[config.mk]
export PLATFORM = sky130hd
export DESIGN_NAME = jtsdram_mcheck_flat
export DESIGN_NICKNAME = d
export VERILOG_FILES = /design/src/rtl/jtsdram_mcheck_if.sv /design/src/rtl/jtsdram_mcheck.sv /design/src/flat_wrapper.sv
export SDC_FILE = /design/constraint.sdc
export NUM_CORES = 1
export LEC_CHECK = 0
export BUFFER_PORTS_ARGS = -buffer_cell sky130_fd_sc_hd__buf_2
export CORE_MARGIN = 1
export CORE_UTILIZATION = 35
export CTS_BUF_LIST = sky130_fd_sc_hd__clkbuf_2 sky130_fd_sc_hd__clkbuf_4 sky130_fd_sc_hd__clkbuf_8
export DETAILED_ROUTE_END_ITERATION = 10
export PLACE_DENSITY = 0.64
export SETUP_SLACK_MARGIN = 0.3
export SYNTH_ARGS = -nofsm -noshare
export SYNTH_HDL_FRONTEND = slang
export SYNTH_SLANG_ARGS = --single-unit
[constraint.sdc]
create_clock -name clk -period 2.6 [get_ports clk]
set_input_delay 0.78 -clock clk [delete_from_list [all_inputs] [get_ports clk]]
set_output_delay 0.78 -clock clk [all_outputs]
set_load 0.05 [all_outputs]
[src/rtl/jtsdram_mcheck_if.sv]
// ---------------------------------------------------------------------------
// jtsdram_mcheck_if
// Bank request/response bundle between the SDRAM memory checker and the
// SDRAM controller it exercises.
//   ba_addr   : word address per bank (BANKS*AW)
//   ba_rd     : read request per bank
//   ba_wr     : write request per bank
//   ba_din    : write data per bank (BANKS*16)
//   ba_din_m  : write byte mask per bank (BANKS*2)
//   ba_ack    : request accepted, per bank
//   ba_rdy    : read data valid / write complete, per bank
//   data_read : shared read data bus, low 16 bits carry the word
// master = checker side, slave = controller side.
// ---------------------------------------------------------------------------
interface jtsdram_mcheck_if #(
  parameter int BANKS = 4,
  parameter int AW    = 22
);
  logic [BANKS*AW-1:0] ba_addr;
  logic [BANKS-1:0]    ba_rd;
  logic [BANKS-1:0]    ba_wr;
  logic [BANKS*16-1:0] ba_din;
  logic [BANKS*2-1:0]  ba_din_m;
  logic [BANKS-1:0]    ba_ack;
  logic [BANKS-1:0]    ba_rdy;
  logic [31:0]         data_read;

  modport master (
    output ba_addr, ba_rd, ba_wr, ba_din, ba_din_m,
    input  ba_ack, ba_rdy, data_read
  );

  modport slave (
    input  ba_addr, ba_rd, ba_wr, ba_din, ba_din_m,
    output ba_ack, ba_rdy, data_read
  );
endinterface

[src/rtl/jtsdram_mcheck.sv]
// ---------------------------------------------------------------------------
// jtsdram_mcheck
// SDRAM memory checker. One independent FSM per bank walks 2^CNTW words,
// optionally writing a per-bank address-derived pattern first, then reading
// every word back and comparing it against the same pattern.
//   clk       : single clock, rising edge
//   rst       : synchronous active-high reset
//   start     : pulse that launches a pass (ignored while busy)
//   bank_we   : per bank, 1 = write pass then read pass, 0 = read-only pass
//   bus       : bank request/response bundle (master side)
//   busy      : at least one bank is mid-pass
//   done      : one-cycle pulse when the last bank finishes
//   bad       : sticky per-bank mismatch flag
//   err_cnt   : per-bank saturating mismatch counter (BANKS*ERRW)
//   fail_addr : address of the first mismatch per bank (BANKS*AW)
// ---------------------------------------------------------------------------
module jtsdram_mcheck #(
  parameter int          BANKS = 4,
  parameter int          AW    = 22,
  parameter int          CNTW  = 8,
  parameter int          ERRW  = 8,
  parameter logic [15:0] PAT   = 16'h5A3C
) (
  input  logic                clk,
  input  logic                rst,
  input  logic                start,
  input  logic [BANKS-1:0]    bank_we,
  jtsdram_mcheck_if.master    bus,
  output logic                busy,
  output logic                done,
  output logic [BANKS-1:0]    bad,
  output logic [BANKS*ERRW-1:0] err_cnt,
  output logic [BANKS*AW-1:0] fail_addr
);

  typedef enum logic [2:0] {IDLE, WR, WWAIT, RD, RWAIT, DONE} state_e;

  logic [BANKS-1:0]    activeVec;
  logic [BANKS-1:0]    finVec;
  logic [BANKS-1:0]    rdVec;
  logic [BANKS-1:0]    wrVec;
  logic [BANKS*AW-1:0] addrVec;
  logic [BANKS*16-1:0] dinVec;
  logic                launch;
  logic                allDone;
  logic                allDone_q;

  // A start pulse only counts when no bank is mid-pass.
  assign launch  = start & ~busy;
  assign busy    = |activeVec;
  assign allDone = &finVec;

  for (genvar b = 0; b < BANKS; b++) begin : g_bank
    // Bank index folded into the top two data bits so banks carry distinct data.
    localparam logic [15:0] BTAG = 16'((b % 4) << 14);

    state_e          st_q;
    logic [CNTW-1:0] cnt_q;
    logic            rd_q;
    logic            wr_q;
    logic            bad_q;
    logic [ERRW-1:0] err_q;
    logic [AW-1:0]   fail_q;
    logic [AW-1:0]   addr;
    logic [31:0]     addr32;
    logic [15:0]     expData;
    logic            lastWord;
    logic            mismatch;

    // Address is the zero-extended word counter; the expected word is derived
    // from its low 16 bits so write data and read checks always agree.
    always_comb begin
      addr    = AW'(cnt_q);
      addr32  = 32'(addr);
      expData = addr32[15:0] ^ PAT ^ BTAG;
    end

    assign lastWord = &cnt_q;
    assign mismatch = bus.data_read[15:0] != expData;

    // Per-bank sequencer. Requests are registered and stay high until ack;
    // the counter is only advanced on rdy so addr/din hold while pending.
    always_ff @(posedge clk) begin
      if (rst) begin
        st_q   <= IDLE;
        cnt_q  <= '0;
        rd_q   <= 1'b0;
        wr_q   <= 1'b0;
        bad_q  <= 1'b0;
        err_q  <= '0;
        fail_q <= '0;
      end else begin
        case (st_q)
          IDLE, DONE: begin
            if (launch) begin
              bad_q  <= 1'b0;
              err_q  <= '0;
              fail_q <= '0;
              cnt_q  <= '0;
              if (bank_we[b]) begin
                st_q <= WR;
                wr_q <= 1'b1;
              end else begin
                st_q <= RD;
                rd_q <= 1'b1;
              end
            end
          end
          WR: begin
            if (bus.ba_ack[b]) begin
              wr_q <= 1'b0;
              st_q <= WWAIT;
            end
          end
          WWAIT: begin
            if (bus.ba_rdy[b]) begin
              if (lastWord) begin
                cnt_q <= '0;
                st_q  <= RD;
                rd_q  <= 1'b1;
              end else begin
                cnt_q <= cnt_q + CNTW'(1);
                st_q  <= WR;
                wr_q  <= 1'b1;
              end
            end
          end
          RD: begin
            if (bus.ba_ack[b]) begin
              rd_q <= 1'b0;
              st_q <= RWAIT;
            end
          end
          RWAIT: begin
            if (bus.ba_rdy[b]) begin
              // fail_addr keeps the first bad word; later errors only count.
              if (mismatch) begin
                bad_q <= 1'b1;
                if (!(&err_q)) err_q <= err_q + ERRW'(1);
                if (!bad_q) fail_q <= addr;
              end
              if (lastWord) begin
                st_q <= DONE;
              end else begin
                cnt_q <= cnt_q + CNTW'(1);
                st_q  <= RD;
                rd_q  <= 1'b1;
              end
            end
          end
          default: st_q <= IDLE;
        endcase
      end
    end

    assign rdVec[b]                = rd_q;
    assign wrVec[b]                = wr_q;
    assign addrVec[b*AW +: AW]     = addr;
    assign dinVec[b*16 +: 16]      = (st_q == WR) ? expData : 16'd0;
    assign finVec[b]               = (st_q == DONE);
    assign activeVec[b]            = (st_q != IDLE) && (st_q != DONE);
    assign bad[b]                  = bad_q;
    assign err_cnt[b*ERRW +: ERRW] = err_q;
    assign fail_addr[b*AW +: AW]   = fail_q;
  end

  // done fires on the cycle all banks have just reached DONE; a reset drops
  // every bank to IDLE, so an aborted pass never produces the pulse.
  always_ff @(posedge clk) begin
    if (rst) allDone_q <= 1'b0;
    else     allDone_q <= allDone;
  end

  assign done         = allDone & ~allDone_q;
  assign bus.ba_rd    = rdVec;
  assign bus.ba_wr    = wrVec;
  assign bus.ba_addr  = addrVec;
  assign bus.ba_din   = dinVec;
  assign bus.ba_din_m = '0;

endmodule

[src/flat_wrapper.sv]
// flat-port wrapper written by rule: the top's interface ports become plain ports
module jtsdram_mcheck_flat 
#(
  parameter int          BANKS = 4,
  parameter int          AW    = 22,
  parameter int          CNTW  = 8,
  parameter int          ERRW  = 8,
  parameter logic [15:0] PAT   = 16'h5A3C
)
  (clk, rst, start, bank_we, busy, done, bad, err_cnt, fail_addr, bus_ba_addr, bus_ba_rd, bus_ba_wr, bus_ba_din, bus_ba_din_m, bus_ba_ack, bus_ba_rdy, bus_data_read);
  jtsdram_mcheck_if #(.BANKS(BANKS), .AW(AW)) bus_i ();
  input  logic clk;
  input  logic rst;
  input  logic start;
  input  logic [BANKS-1:0] bank_we;
  output logic busy;
  output logic done;
  output logic [BANKS-1:0] bad;
  output logic [BANKS*ERRW-1:0] err_cnt;
  output logic [BANKS*AW-1:0] fail_addr;
  output wire logic [$bits(bus_i.ba_addr)-1:0] bus_ba_addr;
  output wire logic [$bits(bus_i.ba_rd)-1:0] bus_ba_rd;
  output wire logic [$bits(bus_i.ba_wr)-1:0] bus_ba_wr;
  output wire logic [$bits(bus_i.ba_din)-1:0] bus_ba_din;
  output wire logic [$bits(bus_i.ba_din_m)-1:0] bus_ba_din_m;
  input wire logic [$bits(bus_i.ba_ack)-1:0] bus_ba_ack;
  input wire logic [$bits(bus_i.ba_rdy)-1:0] bus_ba_rdy;
  input wire logic [$bits(bus_i.data_read)-1:0] bus_data_read;
  assign bus_ba_addr = bus_i.ba_addr;
  assign bus_ba_rd = bus_i.ba_rd;
  assign bus_ba_wr = bus_i.ba_wr;
  assign bus_ba_din = bus_i.ba_din;
  assign bus_ba_din_m = bus_i.ba_din_m;
  assign bus_i.ba_ack = bus_ba_ack;
  assign bus_i.ba_rdy = bus_ba_rdy;
  assign bus_i.data_read = bus_data_read;
  jtsdram_mcheck #(.BANKS(BANKS), .AW(AW), .CNTW(CNTW), .ERRW(ERRW), .PAT(PAT)) u_core (.clk(clk), .rst(rst), .start(start), .bank_we(bank_we), .bus(bus_i), .busy(busy), .done(done), .bad(bad), .err_cnt(err_cnt), .fail_addr(fail_addr));
endmodule
After elaboration in Yosys (flattened, before gate mapping)

Index checks and enable logic that the tools add are counted.
W data, S select, Z words.

Register bits: 177
Bits of input ports: 47
Memory bits (read-only): 0
Bits in writable memories: 0
Memories kept: 0
Bits in latches: 0
Word-level logic and storage cells: 348
Output and inout bits: 294

Add/subtract/negate cells: 8
Divide/modulo/power cells: 0
Magnitude comparators: 0
Bitwise operators: 10
Mux-type cells: 151
Equal/unequal tests: 80
Reductions and logical operators: 70
Multipliers: 0
Shift operators: 0

Operator list:

| cell                  | count |
|---|---|
| $mux W22              | 13 |
| $mux W8               | 29 |
| $pmux W22 S2          | 4 |
| $pmux W8 S3           | 4 |
| $reduce_and A8 Y1     | 12 |
| $ne A2 B2 Y1 const B  | 40 |
| $reduce_and A5 Y1     | 16 |
| $mux W3               | 24 |
| $add A8 B1 Y8 const B | 8 |
| $pmux W8 S2           | 4 |
| $pmux W3 S5           | 4 |
| $mux W1               | 45 |
| $reduce_bool A3 Y1    | 12 |
| $mux W16              | 2 |
| $ne A16 B15 Y1        | 2 |
| $ne A16 B16 Y1        | 2 |
| $not A4 Y8            | 4 |
| $mux W15              | 2 |
| $eq A3 B2 Y1 const B  | 8 |
| $eq A3 B3 Y1 const B  | 8 |
| $ne A2 B1 Y1 const B  | 12 |
| $reduce_and A6 Y1     | 4 |
| $reduce_and A4 Y1     | 5 |
| $mux W2               | 8 |
| other kinds (14)      | 47 |

Depth between registers and ports, before layout

Depth in word-level cells: 7
Mapped depth: 9
Mapped depth without buffers: 7

Worst setup path before layout

Ideal clock, no wire load.

Path kind: register to output
Start: reg u_core.g_bank[3].st_q[0]
End: out bus_ba_din[48]
Path slack: -337 ps
Path buffers: 2
Data arrival time: 2157 ps
Stages on the path, launching flop included: 7
Required time: 1820 ps
Cells stage by stage: dfxtp_1 clkbuf_1 inv_1 or3_1 clkbuf_1 inv_1 and2_1

Word-level cells in the longest chain between the ends: 2

RTL lines:

| element                | line                  | text |
|---|---|---|
| start, declared        | jtsdram_mcheck.sv:57  | `state_e st_q;` |
| start signal, assigned | jtsdram_mcheck.sv:85  | `st_q <= IDLE;` |
| start signal, assigned | jtsdram_mcheck.sv:101 | `st_q <= WR;` |
| start signal, assigned | jtsdram_mcheck.sv:104 | `st_q <= RD;` |
| $eq A3 B1 Y1           | jtsdram_mcheck.sv:159 | `assign dinVec[b*16 +: 16] = (st_q == WR) ? expData : 16'd0;` |
| $mux W16               | jtsdram_mcheck.sv:159 |  |
| end, declared          | flat_wrapper.sv:24    | `output wire logic [$bits(bus_i.ba_din)-1:0] bus_ba_din;` |

No other way between the ends.

Worst setup path after layout

Start: reg u_core.g_bank[3].st_q[0]
End: out bus_ba_din[55]

The elaborated chain is that of the path after synthesis.

==> results.py <==
metrics = {
    "synthesis": {
        "syn_inst": 1122,
        "synth_area_leaders": "dfxtp_1, buf_4, a21oi_1, nor2_1, nand2_1",
        "netlist.area_leader.share_pct": 27.5,
        "synth_async_sr_flop_share_pct": 0,
        "synth_area_mm2": 0.00880,
        "synth_common_cells": "buf_4, dfxtp_1, nor2_1",
        "synth.avg_cell_area_um2": 7.84,
        "yosysUniqueCellTypes": 93,
        "yosys_warnings": 0,
        "synth_top_area_cell": "dfxtp_1",
        "yosysMostFrequentCell": "buf_4",
        "synth-main-ff-cell": "dfxtp_1",
        "ys_seq_area_share_pct": 27.5,
        "synth-edff-count": 0,
        "ys_ff_latch": 121,
    },
    "drt": {
        "antenna_left": 0,
        "vias": 9106,
        "routedWlPerCell_um": 16.8,
        "drc": 0,
        "first_pass_iters": 5,
        "routed_wl_mm": 29.0,
        "vias_per_cell": 5.26,
        "drt_iter0_drc": 808,
    },
    "flow_run": {
        "cap_violations": 0,
    },
    "grt": {
        "use_met2_pct": 35.0,
        "grt_pass1_vias": 7974,
        "grt.overflow.total": 0,
        "grt_use_met1_pct": 26.8,
        "grt_pass1_wl_mm": 43.5,
        "gr-max-usage-layer": "met2",
        "grtUsageTotal_pct": 21.0,
        "antenna_found_initial": 0,
        "grt_use_met3_pct": 4.18,
        "grt_max_degree": 34,
    },
    "setup_path": {
        "cp_num_buf_inv": 3,
        "slowest_delay_ns": 0.40,
        "crit_type": "reg -> out",
        "slowest_stage": "or3_4",
        "critPathMaxFanout": 8,
        "worstSetupStartpointType": "flop",
        "critPathCaptureType": "primary output",
        "arrival_ns": 1.73,
        "path_delay_family": "simple AND/OR/NAND/NOR gates",
        "cp.required_ns": 1.82,
        "worstPathCellList": "inv_4, or3_4, clkinvlp_4, and2_4, buf_8",
    },
    "placed_design": {
        "place_ws_ns": -0.194,
        "dpl.cell_count": 1640,
        "hpwl_mm": 20.6,
        "io_buffers": 188,
        "gp_routability_congestion": 0.937,
    },
    "sta": {
        "post-route-min-period_ns": 2.51,
        "final_hold_viol_count": 0,
        "relSlewSlack_pct": 48.5,
        "fmax_mhz": 399,
        "post-route-period-util_pct": 96.4,
        "grt_setup_unrepaired": "true",
        "clock_skew_ns": 0.0180,
        "setup_viol": 0,
        "tightest_slew_ns": 0.766,
        "finalMaxSlewViolations": 0,
        "setup_ws_ns": 0.0924,
    },
    "pwr": {
        "ir_drop_v": 0.000640,
        "p_leak_uw": 0.00518,
        "power_density_mw_per_mm2": 976,
    },
    "clocking": {
        "htreeDepth": 4,
        "ctsRootBufferMaster": "clkbuf_8",
        "clk_latency_ns": 0.46,
        "cts_hold_buf": 0,
        "cts_buffer_depth": 2,
        "tritoncts": "built",
        "clock_sink_count": 121,
        "clk_pin_slew_ns": 0.08,
        "cts_buffers": 17,
    },
    "layout": {
        "layout-drive-gt1-share_pct": 37.8,
        "fin_nets": 1450,
        "n_antenna_cell": 0,
        "layout.cells.non_filler": 1732,
        "area_growth_syn_to_layout_pct": 34.9,
    },
    "floorplan": {
        "num_rows": 57,
        "coreArea_mm2": 0.0245,
        "start_util_pct": 36.0,
        "io_pins": 341,
        "die_w_um": 161,
        "die-area_mm2": 0.0258,
        "fp.dieH_um": 161,
    },
    "hold_path": {
        "hold_class": "reg -> reg",
    },
    "outcome": {
        "status": "complete, no violations",
    },
}
area by class of cell:
class / count / area, µm²
well taps: 324 / 405
repair buffers: 343 / 2670
flip-flops and latches: 121 / 2490
multi-input cells: 876 / 5730
fillers: 2322 / 12600
clock inverters: 15 / 188
inverters: 36 / 153
clock buffers: 17 / 234
worst paths after layout:
path / from / end / slack, ns / depth (start not counted)
max: u_core.g_bank[3].st_q[0] / bus_ba_din[55] / 0.09 / 5
min: u_core.g_bank[2].rd_q / u_core.g_bank[2].rd_q / 0.46 / 2
max reg2reg: u_core.g_bank[3].st_q[2] / u_core.g_bank[2].fail_q[7] / 0.27 / 7
min reg2reg: u_core.g_bank[2].rd_q / u_core.g_bank[2].rd_q / 0.46 / 2
registers in the layout, summed over array words and instances, names as in the netlist:
register / count
u_core.g_bank.cnt_q: 32
u_core.g_bank.err_q: 32
u_core.g_bank.fail_q: 32
u_core.g_bank.st_q: 12
u_core.g_bank.bad_q: 4
u_core.g_bank.rd_q: 4
u_core.g_bank.wr_q: 4
u_core.allDone_q: 1
layer usage:
layer	vias up	wire length (µm)
met5	-	0
met4	0	711
met3	59	1770
met2	419	14000
met1	4305	12600
li1	4323	-
where the power goes:
group | total [µW] | internal [µW] | leakage [µW] | switching, µW
clock | 1890 | 968 | 0.000205 | 917
sequential | 2220 | 2020 | 0.000995 | 195
combinational | 7480 | 2870 | 0.00398 | 4610
total | 11600 | 5860 | 0.00518 | 5730
cell usage in the layout, fill, tap and decap left out, types with 20 or more instances in the layout:
| master | instances |
|---|---|
| buf_2 | 137 |
| conb_1 | 136 |
| buf_4 | 127 |
| dfxtp_1 | 92 |
| nand2_1 | 79 |
| nor2_1 | 78 |
| a21oi_1 | 74 |
| buf_6 | 45 |
| nand3_1 | 43 |
| o21ai_0 | 34 |
| buf_8 | 31 |
| inv_1 | 25 |
| a22o_1 | 24 |
| nor2_4 | 22 |
| and3_1 | 20 |
per-stage QoR:
step	utilization (%)	power, µW	hold slack (ns)	setup TNS, ns	cell area (µm²)
floorplan	-	6940	0.431	0	9520
global placement	41.2	7970	0.445	-2.84	10100
detailed placement	41.2	7990	0.447	-4.06	10100
CTS	46.4	10900	0.459	0	11400
global route	48.5	12100	0.486	0	11900
finish	48.5	11600	0.457	0	11900
timing repair:
action                     4_1_cts  5_1_grt
pin swaps                       24       35
buffers inserted                33       26
setup endpoints to repair       77      125
resized for setup              186       73
gates cloned                     0        1
logic make-up after synthesis:
family	synth area share, %
compound gates	23.8
xor+xnor	3.95
fa+ha+maj	1.14
buf+inv	18.6
flops	27.5
mux	0.583
other cells	0.0426
simple gates	24.4
worst register-to-register path, delay by kind of cell, from the launching register on:
family	cells	cell delay (ns)
DFF	1	0.37
buffers and inverters	1	0.14
and+or+nand+nor	2	0.84
xor gates and xnor gates	1	0.19
AOI/OAI and AO/OA	3	0.67
Power figures use the tool's default switching activity.
